$ cat src/rtl/pwm_pkg.sv
// Shared constants, pin configuration struct and per-pin drive rule for the PWM output stage.
// Pure definitions: no latency, no flow control.
package pwm_pkg;

  localparam int PWM_CNT_W = 8;
  localparam int PWM_STEPS = 256;
  localparam logic [PWM_CNT_W-1:0] DUTY_FULL = 8'hFF;
  localparam int N_PINS = 16;

  typedef struct packed {
    logic [N_PINS-1:0] en_out;
    logic [N_PINS-1:0] en_pwm;
  } pin_cfg_t;

  // Disabled pins are 0 regardless of PWM mode; enabled non-PWM pins are static 1.
  function automatic logic [N_PINS-1:0] pin_drive(pin_cfg_t cfg, logic level);
    return cfg.en_out & (~cfg.en_pwm | {N_PINS{level}});
  endfunction

endpackage

$ cat src/rtl/pwm_output_stage_if.sv
// Control registers from the SPI register file and the registered pin drive.
// No latency or backpressure: plain register-level signals.
interface pwm_output_stage_if;
  import pwm_pkg::*;

  logic [7:0]        en_reg_out_7_0;
  logic [7:0]        en_reg_out_15_8;
  logic [7:0]        en_reg_pwm_7_0;
  logic [7:0]        en_reg_pwm_15_8;
  logic [7:0]        pwm_duty_cycle;
  logic [N_PINS-1:0] out_pins;
  logic              period_start;

  modport master (
    output en_reg_out_7_0, en_reg_out_15_8, en_reg_pwm_7_0, en_reg_pwm_15_8, pwm_duty_cycle,
    input  out_pins, period_start
  );

  modport slave (
    input  en_reg_out_7_0, en_reg_out_15_8, en_reg_pwm_7_0, en_reg_pwm_15_8, pwm_duty_cycle,
    output out_pins, period_start
  );

endinterface

$ cat src/rtl/pwm_timebase.sv
// Prescaled 8-bit PWM counter with period-boundary duty shadow; pwm_level is combinational from state.
// period_start is registered twice so it lines up with the output register stage; no backpressure.
module pwm_timebase import pwm_pkg::*; #(
  parameter int PRESCALE = 13
) (
  input  logic                 clk,
  input  logic                 rst,
  input  logic [PWM_CNT_W-1:0] duty_in,
  output logic                 pwm_level,
  output logic                 period_start
);

  localparam int PRESC_W = (PRESCALE > 1) ? $clog2(PRESCALE) : 1;
  localparam logic [PRESC_W-1:0]   PRESC_LAST = PRESC_W'(PRESCALE - 1);
  localparam logic [PWM_CNT_W-1:0] CNT_LAST   = PWM_CNT_W'(PWM_STEPS - 1);

  logic [PRESC_W-1:0]   presc_cnt;
  logic [PWM_CNT_W-1:0] pwm_cnt;
  logic [PWM_CNT_W-1:0] duty_shadow;
  logic                 tick;
  logic                 wrap;
  logic                 boundary_q;

  assign tick = (presc_cnt == PRESC_LAST);
  assign wrap = tick && (pwm_cnt == CNT_LAST);

  always_ff @(posedge clk or posedge rst) begin
    if (rst) begin
      presc_cnt    <= '0;
      pwm_cnt      <= '0;
      duty_shadow  <= '0;
      boundary_q   <= 1'b0;
      period_start <= 1'b0;
    end else begin
      presc_cnt <= tick ? '0 : presc_cnt + 1'b1;
      if (tick) begin
        pwm_cnt <= pwm_cnt + 1'b1;
      end
      // Duty only changes at the wrap so a period is never cut short or stretched.
      if (wrap) begin
        duty_shadow <= duty_in;
      end
      // boundary_q marks the live cycle at count 0; one more stage matches out_pins.
      boundary_q   <= wrap;
      period_start <= boundary_q;
    end
  end

  assign pwm_level = (duty_shadow == DUTY_FULL) || (pwm_cnt < duty_shadow);

endmodule

$ cat src/rtl/pwm_output_stage.sv
// Per-pin off / static-on / PWM select driving 16 registered pins from the shared timebase.
// Latency 1 clk from enables or PWM level to pins; no backpressure.
module pwm_output_stage import pwm_pkg::*; #(
  parameter int PRESCALE = 13
) (
  input logic               clk,
  input logic               rst,
  pwm_output_stage_if.slave ctrl
);

  pin_cfg_t          cfg;
  logic              pwm_level;
  logic [N_PINS-1:0] out_q;

  assign cfg.en_out = {ctrl.en_reg_out_15_8, ctrl.en_reg_out_7_0};
  assign cfg.en_pwm = {ctrl.en_reg_pwm_15_8, ctrl.en_reg_pwm_7_0};

  pwm_timebase #(.PRESCALE(PRESCALE)) u_timebase (
    .clk          (clk),
    .rst          (rst),
    .duty_in      (ctrl.pwm_duty_cycle),
    .pwm_level    (pwm_level),
    .period_start (ctrl.period_start)
  );

  always_ff @(posedge clk or posedge rst) begin
    if (rst) begin
      out_q <= '0;
    end else begin
      out_q <= pin_drive(cfg, pwm_level);
    end
  end

  assign ctrl.out_pins = out_q;

endmodule

$ cat src/flat_wrapper.sv
// flat-port wrapper written by rule: the top's interface ports become plain ports
module pwm_output_stage_flat import pwm_pkg::*;
#(
  parameter int PRESCALE = 13
)
  (clk, rst, ctrl_en_reg_out_7_0, ctrl_en_reg_out_15_8, ctrl_en_reg_pwm_7_0, ctrl_en_reg_pwm_15_8, ctrl_pwm_duty_cycle, ctrl_out_pins, ctrl_period_start);
  pwm_output_stage_if ctrl_i ();
  input logic clk;
  input logic rst;
  input wire logic [$bits(ctrl_i.en_reg_out_7_0)-1:0] ctrl_en_reg_out_7_0;
  input wire logic [$bits(ctrl_i.en_reg_out_15_8)-1:0] ctrl_en_reg_out_15_8;
  input wire logic [$bits(ctrl_i.en_reg_pwm_7_0)-1:0] ctrl_en_reg_pwm_7_0;
  input wire logic [$bits(ctrl_i.en_reg_pwm_15_8)-1:0] ctrl_en_reg_pwm_15_8;
  input wire logic [$bits(ctrl_i.pwm_duty_cycle)-1:0] ctrl_pwm_duty_cycle;
  output wire logic [$bits(ctrl_i.out_pins)-1:0] ctrl_out_pins;
  output wire logic [$bits(ctrl_i.period_start)-1:0] ctrl_period_start;
  assign ctrl_i.en_reg_out_7_0 = ctrl_en_reg_out_7_0;
  assign ctrl_i.en_reg_out_15_8 = ctrl_en_reg_out_15_8;
  assign ctrl_i.en_reg_pwm_7_0 = ctrl_en_reg_pwm_7_0;
  assign ctrl_i.en_reg_pwm_15_8 = ctrl_en_reg_pwm_15_8;
  assign ctrl_i.pwm_duty_cycle = ctrl_pwm_duty_cycle;
  assign ctrl_out_pins = ctrl_i.out_pins;
  assign ctrl_period_start = ctrl_i.period_start;
  pwm_output_stage #(.PRESCALE(PRESCALE)) u_core (.clk(clk), .rst(rst), .ctrl(ctrl_i));
endmodule
$ cat config.mk
export PLATFORM = sky130hd
export DESIGN_NAME = pwm_output_stage_flat
export DESIGN_NICKNAME = d
export VERILOG_FILES = /design/src/rtl/pwm_pkg.sv /design/src/rtl/pwm_output_stage_if.sv /design/src/rtl/pwm_timebase.sv /design/src/rtl/pwm_output_stage.sv /design/src/flat_wrapper.sv
export SDC_FILE = /design/constraint.sdc
export NUM_CORES = 1
export LEC_CHECK = 0
export CAP_MARGIN = 20
export CORE_MARGIN = 1
export CORE_UTILIZATION = 55
export DETAILED_ROUTE_END_ITERATION = 16
export DONT_BUFFER_PORTS = 1
export PLACE_DENSITY = 0.8
export SLEW_MARGIN = 40
export SYNTH_ARGS = -nofsm -noshare
export SYNTH_HDL_FRONTEND = slang
export SYNTH_HIERARCHICAL = 1
export SYNTH_SLANG_ARGS = --single-unit
$ cat constraint.sdc
create_clock -name clk -period 1.65 [get_ports clk]
set_input_delay 0.2475 -clock clk [delete_from_list [all_inputs] [get_ports clk]]
set_output_delay 0.2475 -clock clk [all_outputs]
set_load 0.005 [all_outputs]
==> results of run 1 <==
-- cell usage in the layout (no fill, tap or decap) --
master         synthesis  routed
a21boi_1               0       1
a21boi_2              10      15
a21oi_1                2       1
a21oi_2                0       1
a221oi_2               0       1
and3_2                 1       1
and3_4                 1       2
buf_12                 1       1
buf_16                 0       1
buf_4                  0      24
buf_6                  1       1
bufinv_16              0       1
clkbuf_4               0       5
clkbuf_8               0       1
dfrtp_1               38      38
dlygate4sd3_1          0      17
ha_1                  10       4
ha_4                   0       6
inv_1                 14      10
inv_2                  1       5
mux2_4                 8       8
nand2_1                4       4
nand3_1                4       2
nand3_2                0       2
nand4_1                5       5
nand4_4                0       1
nor2_1                 2       2
nor2_4                 0       1
nor2b_1                1       1
nor3_2                 0       1
nor3_4                 0       1
o21ai_0                3       1
o21ai_2                0       2
o22a_1                 1       1
o41ai_1                2       1
o41ai_2                0       1
xnor2_1                6       6
xor2_1                 2       2
-- worst paths after layout --
| kind | from | endpoint | slack [ns] | cells after the start |
|---|---|---|---|---|
| worst max register to register | u_core/u_timebase/duty_shadow[2] | u_core/ctrl.out_pins[11] | -0.13 | 8 |
| max in group asynchronous | rst | u_core/ctrl.out_pins[2] | 0.78 | 2 |
| worst min register to register | u_core/u_timebase/boundary_q | u_core/u_timebase/period_start | 0.36 | 0 |
| worst max-delay path | u_core/u_timebase/duty_shadow[2] | u_core/ctrl.out_pins[11] | -0.13 | 8 |
| min in group asynchronous | rst | u_core/u_timebase/duty_shadow[1] | 0.42 | 3 |
| worst min-delay path | ctrl_pwm_duty_cycle[3] | u_core/u_timebase/duty_shadow[3] | 0.05 | 1 |
-- cells by family after synthesis --
group	share of synthesized area
AO/OA/AOI/OAI	0.128
XOR/XNOR	0.0412
adder cells (fa/ha/maj)	0.0736
buffers and inverters	0.0515
flip-flops	0.560
multiplexers	0.0707
AND/OR/NAND/NOR	0.0751
-- layout make-up --
type / instances / share of cell area
inverter: 15 / 0.0238
clock inverter: 1 / 0.0127
sequential: 38 / 0.402
tap: 31 / 0.0164
timing repair buffer: 44 / 0.173
multi-input combinational: 74 / 0.351
clock buffer: 6 / 0.0217
-- where the power goes --
group          switching [µW]  leakage (µW)  internal, µW  total [µW]
combinational            39.0      0.000536          48.4        87.4
clock                     307     0.0000443           353         660
sequential               13.5      0.000493           951         964
-- what timing repair did --
| item | CTS | global route |
|---|---|---|
| resized for setup | 28 | 10 |
| endpoints found under the setup margin | 19 | 25 |
| pin swaps | 8 | 5 |
| endpoints found under the hold margin | 54 | 1 |
| cloned | 2 | 0 |
| hold buffers | 16 | 1 |
| setup buffers | 4 | 5 |
-- routing by layer --
| layer | vias up | share of wire | global-route usage |
|---|---|---|---|
| li1 | 540 | - | - |
| met1 | 655 | 0.37 | 0.359 |
| met2 | 80 | 0.53 | 0.498 |
| met3 | 12 | 0.075 | 0.0839 |
| met4 | 0 | 0.025 | 0.0871 |
| met5 | - | 0 | 0 |
-- through the flow --
step | instance area, µm² | power [µW]
after floorplan | 1710 | 1010
after global placement | 1860 | 1020
after detailed placement | 1860 | 1020
after CTS | 2280 | 1700
after global routing | 2370 | 1770
final | 2370 | 1710
-- sequential cells by signal (all words and copies together), names as in the netlist --
| register | cells |
|---|---|
| u_core/ctrl.out_pins | 16 |
| u_core/u_timebase/boundary_q | 1 |
| u_core/u_timebase/duty_shadow | 8 |
| u_core/u_timebase/period_start | 1 |
| u_core/u_timebase/presc_cnt | 4 |
| u_core/u_timebase/pwm_cnt | 8 |
==> results.md, run 1 <==
- Layout cells sized above 1: 0.461
- Relative slew slack: 0.568
- Initial antenna violation count: 0
- Commonest register cell after synthesis: dfrtp_1
- Crit-path leading delay family: compound AO/OA/AOI/OAI gates
- TritonCTS clock tree: yes
- #FFs+latches synth: 38
- Total negative slack: -0.972 ns
- Post-DRT Antenna Nets: 0
- Pin count of the biggest net entering global routing: 23
- Violated checks: setup timing
- Core area: 0.00285 mm²
- Post-synth net total: 180
- Syn_area_per_cell: 13.3 µm²
- Crit path DAT: 2.03 ns
- Final min period: 1.78 ns
- Placed Cells: 174
- Area Overhead vs Synth: 39.3%
- Hold Fails Final Rpt: 0
- Min-Delay Path Class: in2reg
- CP Cell Sequence: inv_2, ha_4, o21ai_2, a221oi_2, o41ai_2, inv_2, buf_12, a21boi_2
- Post-Layout Cell Count: 209
- Total GRT Usage: 0.292
- Hold Slack: 0.0478 ns
- Slew @ Worst Pin: 0.648 ns
- Worst EP required: 1.90 ns
- Type of origin of the critical path: register
- Status: complete, but fails checks
- Finished Core Util: 0.830
- Initial Util: 0.596
- Nets: 230
- Die H: 57.6 µm
- DR WL/cell: 24.0 µm
- Clock transition at path regs: 0.12 ns
- TritonCTS Buffers: 5
- First-pass GRT wire length: 6760 µm
- Top post-synthesis cells by area: dfrtp_1, ha_1, mux2_4
- Sequential-to-total area share from yosys stat: 0.560
- Max frequency: 563 MHz
- Worst path max stage delay: 0.42 ns
- Drt initial violations: 56
- I/O pins: 59
- Final worst setup slack: -0.127 ns
- Max-cap viol count: 0
- Ys async rst share: 1.00
- Slew Viols, Final: 0
- Worst setup path class: reg2reg
- P per Cell Area: 723 mW/mm²
- RSZ-0062 raised after global routing: yes
- PortBufs: 0
- Synth warn: 6
- Top cells by count, synth: dfrtp_1, inv_1, a21boi_2, ha_1, mux2_4
- Clk_skew: 0.00689 ns
- Row count: 19
- Total grt overflow: 0
- CP Capture Type: register
- Peak VDD IR: 0.580 mV
- Pre-CTS WS: -0.0549 ns
- WP buf/inv: 3
- Vias post-DR: 1287
- Synthesized instance count: 128
- Fillcell total: 138
- Clk Latency, worst-skew pair: 0.33 ns
- Vias/cell: 6.16
- GPL Wtd Cong: 0.779
- Setup-failing EPs final: 21
- Largest buffer count on any clock path: 2
- Router iterations before antenna repair: 4
- Synthesized area: 0.00170 mm²
- Die width: 57.6 µm
- Ant. Diodes: 0
- Cell with the most instances after synthesis: dfrtp_1
- Period utilization: 1.08
- FF+latch area: 951 µm²
- Vias in the first global route: 1289
- Synth top area share: 0.560
- Die area: 0.00332 mm²
- Footprint of the multi-input gates: 831 µm²
- Final wirelength: 5010 µm
- Number of synthesized flops with an enable pin: 0
- Slowest cell on crit path: dfrtp_1
- CP max FO: 5
- Cell variety after synth: 26
- HPWL Detailed: 2400 µm
- H-tree Lvls: 2
- Root Driver: clkbuf_4
- Leakage: 0.00107 µW
- Most used cell, CP: inv_2
- Clock Sinks: 38
- Drt drc: 0
- Dominant cell type by area after synthesis: dfrtp_1
Power figures use the tool's default switching activity.
==> run 2: changes to the inputs <==
Settings changed: CORE_UTILIZATION 55 to 40, DONT_BUFFER_PORTS 1 to default, PLACE_DENSITY 0.8 to 0.82.
==> run 2 against run 1 <==
Net effect: the run still ends with setup timing left; critical path depth unchanged; maximum frequency increased by 4.9%; routed wire length decreased by 21%; clock skew decreased by 0.0043 ns; die area increased by 36%; sequential share of layout area decreased by 5.4 points; critical path type unchanged; core utilization decreased by 15 points; cell area increased by 16%; non-clock buffer count increased by 39.
==> results.md, run 2 (synthesized netlist as in run 1, its figures left out) <==
- Period utilization: 1.03
- Clk Latency, worst-skew pair: 0.29 ns
- Net Sw Power: 387 µW
- Post-DRT Antenna Nets: 0
- Max-cap viol count: 0
- Worst setup path class: reg2reg
- Relative slew slack: 0.620
- RSZ-0062 raised after global routing: yes
- Initial antenna violation count: 0
- Reg2Reg Depth: 8
- PortBufs: 58
- HPWL Detailed: 2750 µm
- Nets: 269
- Final min period: 1.69 ns
- Setup slack, reg-to-reg: -0.04 ns
- Row count: 23
- Drt drc: 0
- CP Cell Sequence: inv_2, ha_4, a21oi_4, nor2b_1, o41ai_2, inv_2, buf_4, a21boi_2
- Worst path max stage delay: 0.40 ns
- Clock power share: 0.460
- Finished Cell Area: 0.00274 mm²
- Drt initial violations: 50
- Pre-CTS WS: -0.107 ns
- Clock Sinks: 38
- Metal3 WL: 368 µm
- Min-Delay Path Class: in2async
- Total grt overflow: 0
- Sequential power share: 0.452
- P per Cell Area: 773 mW/mm²
- Root Driver: clkbuf_8
- Core area: 0.00403 mm²
- Most used cell, CP: inv_2
- Hold Fails Final Rpt: 0
- CP max FO: 8
- Top Layer Used: met4
- Peak VDD IR: 0.446 mV
- Type of origin of the critical path: register
- Worst EP required: 1.87 ns
- Violated checks: setup timing
- Die area: 0.00451 mm²
- Slew Viols, Final: 0
- First-pass GRT wire length: 6240 µm
- Max frequency: 591 MHz
- Commonest non-fill, non-tap cell in the layout: clkdlybuf4s50_1
- Max reg flops: 16
- Clock transition at path regs: 0.07 ns
- Initial Util: 0.422
- Fillcell total: 286
- GPL Wtd Cong: 0.744
- Vias post-DR: 1322
- Vias/cell: 4.93
- Setup crit end: u_core/ctrl.out_pins[2]
- Pin count of the biggest net entering global routing: 23
- Sw Ratio: 0.183
- Final worst setup slack: -0.0434 ns
- TritonCTS Buffers: 5
- TritonCTS clock tree: yes
- Layout cells sized above 1: 0.321
- Final wirelength: 3950 µm
- Setup-failing EPs final: 11
- H-tree Lvls: 2
- Cell Area, Placed: 0.00248 mm²
- Worst R2R Start: u_core/u_timebase/duty_shadow[5]
- WL met1: 1540 µm
- Wire length on met2: 1970 µm
- Largest buffer count on any clock path: 2
- Logic pwr share: 0.088
- DR WL/cell: 14.7 µm
- Total GRT Usage: 0.197
- Slew @ Worst Pin: 0.570 ns
- Router iterations before antenna repair: 4
- Crit path DAT: 1.91 ns
- Status: complete, but fails checks
- Vias in the first global route: 1342
- Leakage: 0.00121 µW
- P_int: 1730 µW
- Ant. Diodes: 0
- Slowest cell on crit path: dfrtp_1
- Hold Slack: 0.317 ns
- I/O pins: 59
- Setup crit start: u_core/u_timebase/duty_shadow[5]
- Commonest non-fill, non-tap cells in the layout: clkdlybuf4s50_1, dfrtp_1, buf_4
- Clk_skew: 0.00261 ns
- R2R Path End: u_core/ctrl.out_pins[2]
- Die width: 67.2 µm
- Area Overhead vs Synth: 61.1%
- Die H: 67.2 µm
- CP Capture Type: register
[run 2: power groups by stage]
stage / Combinational (µW) / Clock (µW) / Sequential [µW]
after global routing: 202 / 1040 / 958
after detailed placement: 186 / 0 / 975
after global placement: 185 / 0 / 974
after CTS: 188 / 992 / 957
final: 186 / 974 / 957
after floorplan: 33.3 / 0 / 977
[run 2: cell type report]
type / instances / area (µm²) / share of cell area
timing repair buffer: 83 / 776 / 0.283
clock inverter: 2 / 60.1 / 0.0219
clock buffer: 6 / 82.6 / 0.0302
tap: 50 / 62.6 / 0.0229
sequential: 38 / 951 / 0.347
inverter: 15 / 56.3 / 0.0206
multi-input combinational: 74 / 749 / 0.274
[run 2: metal layers]
layer / vias to the layer above / GRT usage
li1: 621 / -
met3: 8 / 0.0878
met5: - / 0
met4: 0 / 0.0824
met2: 68 / 0.318
met1: 625 / 0.227
[run 2: what timing repair did]
item,CTS,global route
gates resized for setup,7,14
hold buffers,0,0
cloned,1,0
buffers inserted,1,3
pin swaps,4,3
setup endpoints to repair,19,26
[run 2: how the worst min path moves through the flow]
| stage | startpoint | end | slack, ns | cells past startpoint |
|---|---|---|---|---|
| after detailed placement | u_core/u_timebase/boundary_q | u_core/u_timebase/period_start | 0.35 | 0 |
| after CTS | rst | u_core/u_timebase/presc_cnt[0] | 0.32 | 3 |
| after global routing | rst | u_core/u_timebase/pwm_cnt[0] | 0.36 | 3 |
| after floorplan | rst | u_core/ctrl.out_pins[0] | 0.16 | 1 |
| final | rst | u_core/u_timebase/pwm_cnt[6] | 0.32 | 3 |
| after global placement | u_core/u_timebase/boundary_q | u_core/u_timebase/period_start | 0.33 | 0 |
[run 2: critical path: cells and delay by family (launching register included)]
| family | cells | cell delay [ns] |
|---|---|---|
| AO/OA/AOI/OAI | 3 | 0.57 |
| flip-flops | 1 | 0.40 |
| buffers and inverters | 3 | 0.38 |
| adder cells (fa/ha/maj) | 1 | 0.21 |
| AND/OR/NAND/NOR | 1 | 0.07 |
[run 2: metrics by stage]
stage	util	std cells	setup TNS [ns]	total power, µW
after detailed placement	0.615	255	-1.04	1160
after global routing	0.680	268	-1.99	2200
after CTS	0.662	265	-0.525	2140
after global placement	0.615	255	-0.444	1160
after floorplan	-	128	0	1010
final	0.680	268	-0.291	2120
==> run 3: changes to the inputs <==
Settings changed: SLEW_MARGIN 40 to 20.
==> results of run 3 <==
Final layout, timing and power as in run 2 (identical DEF).
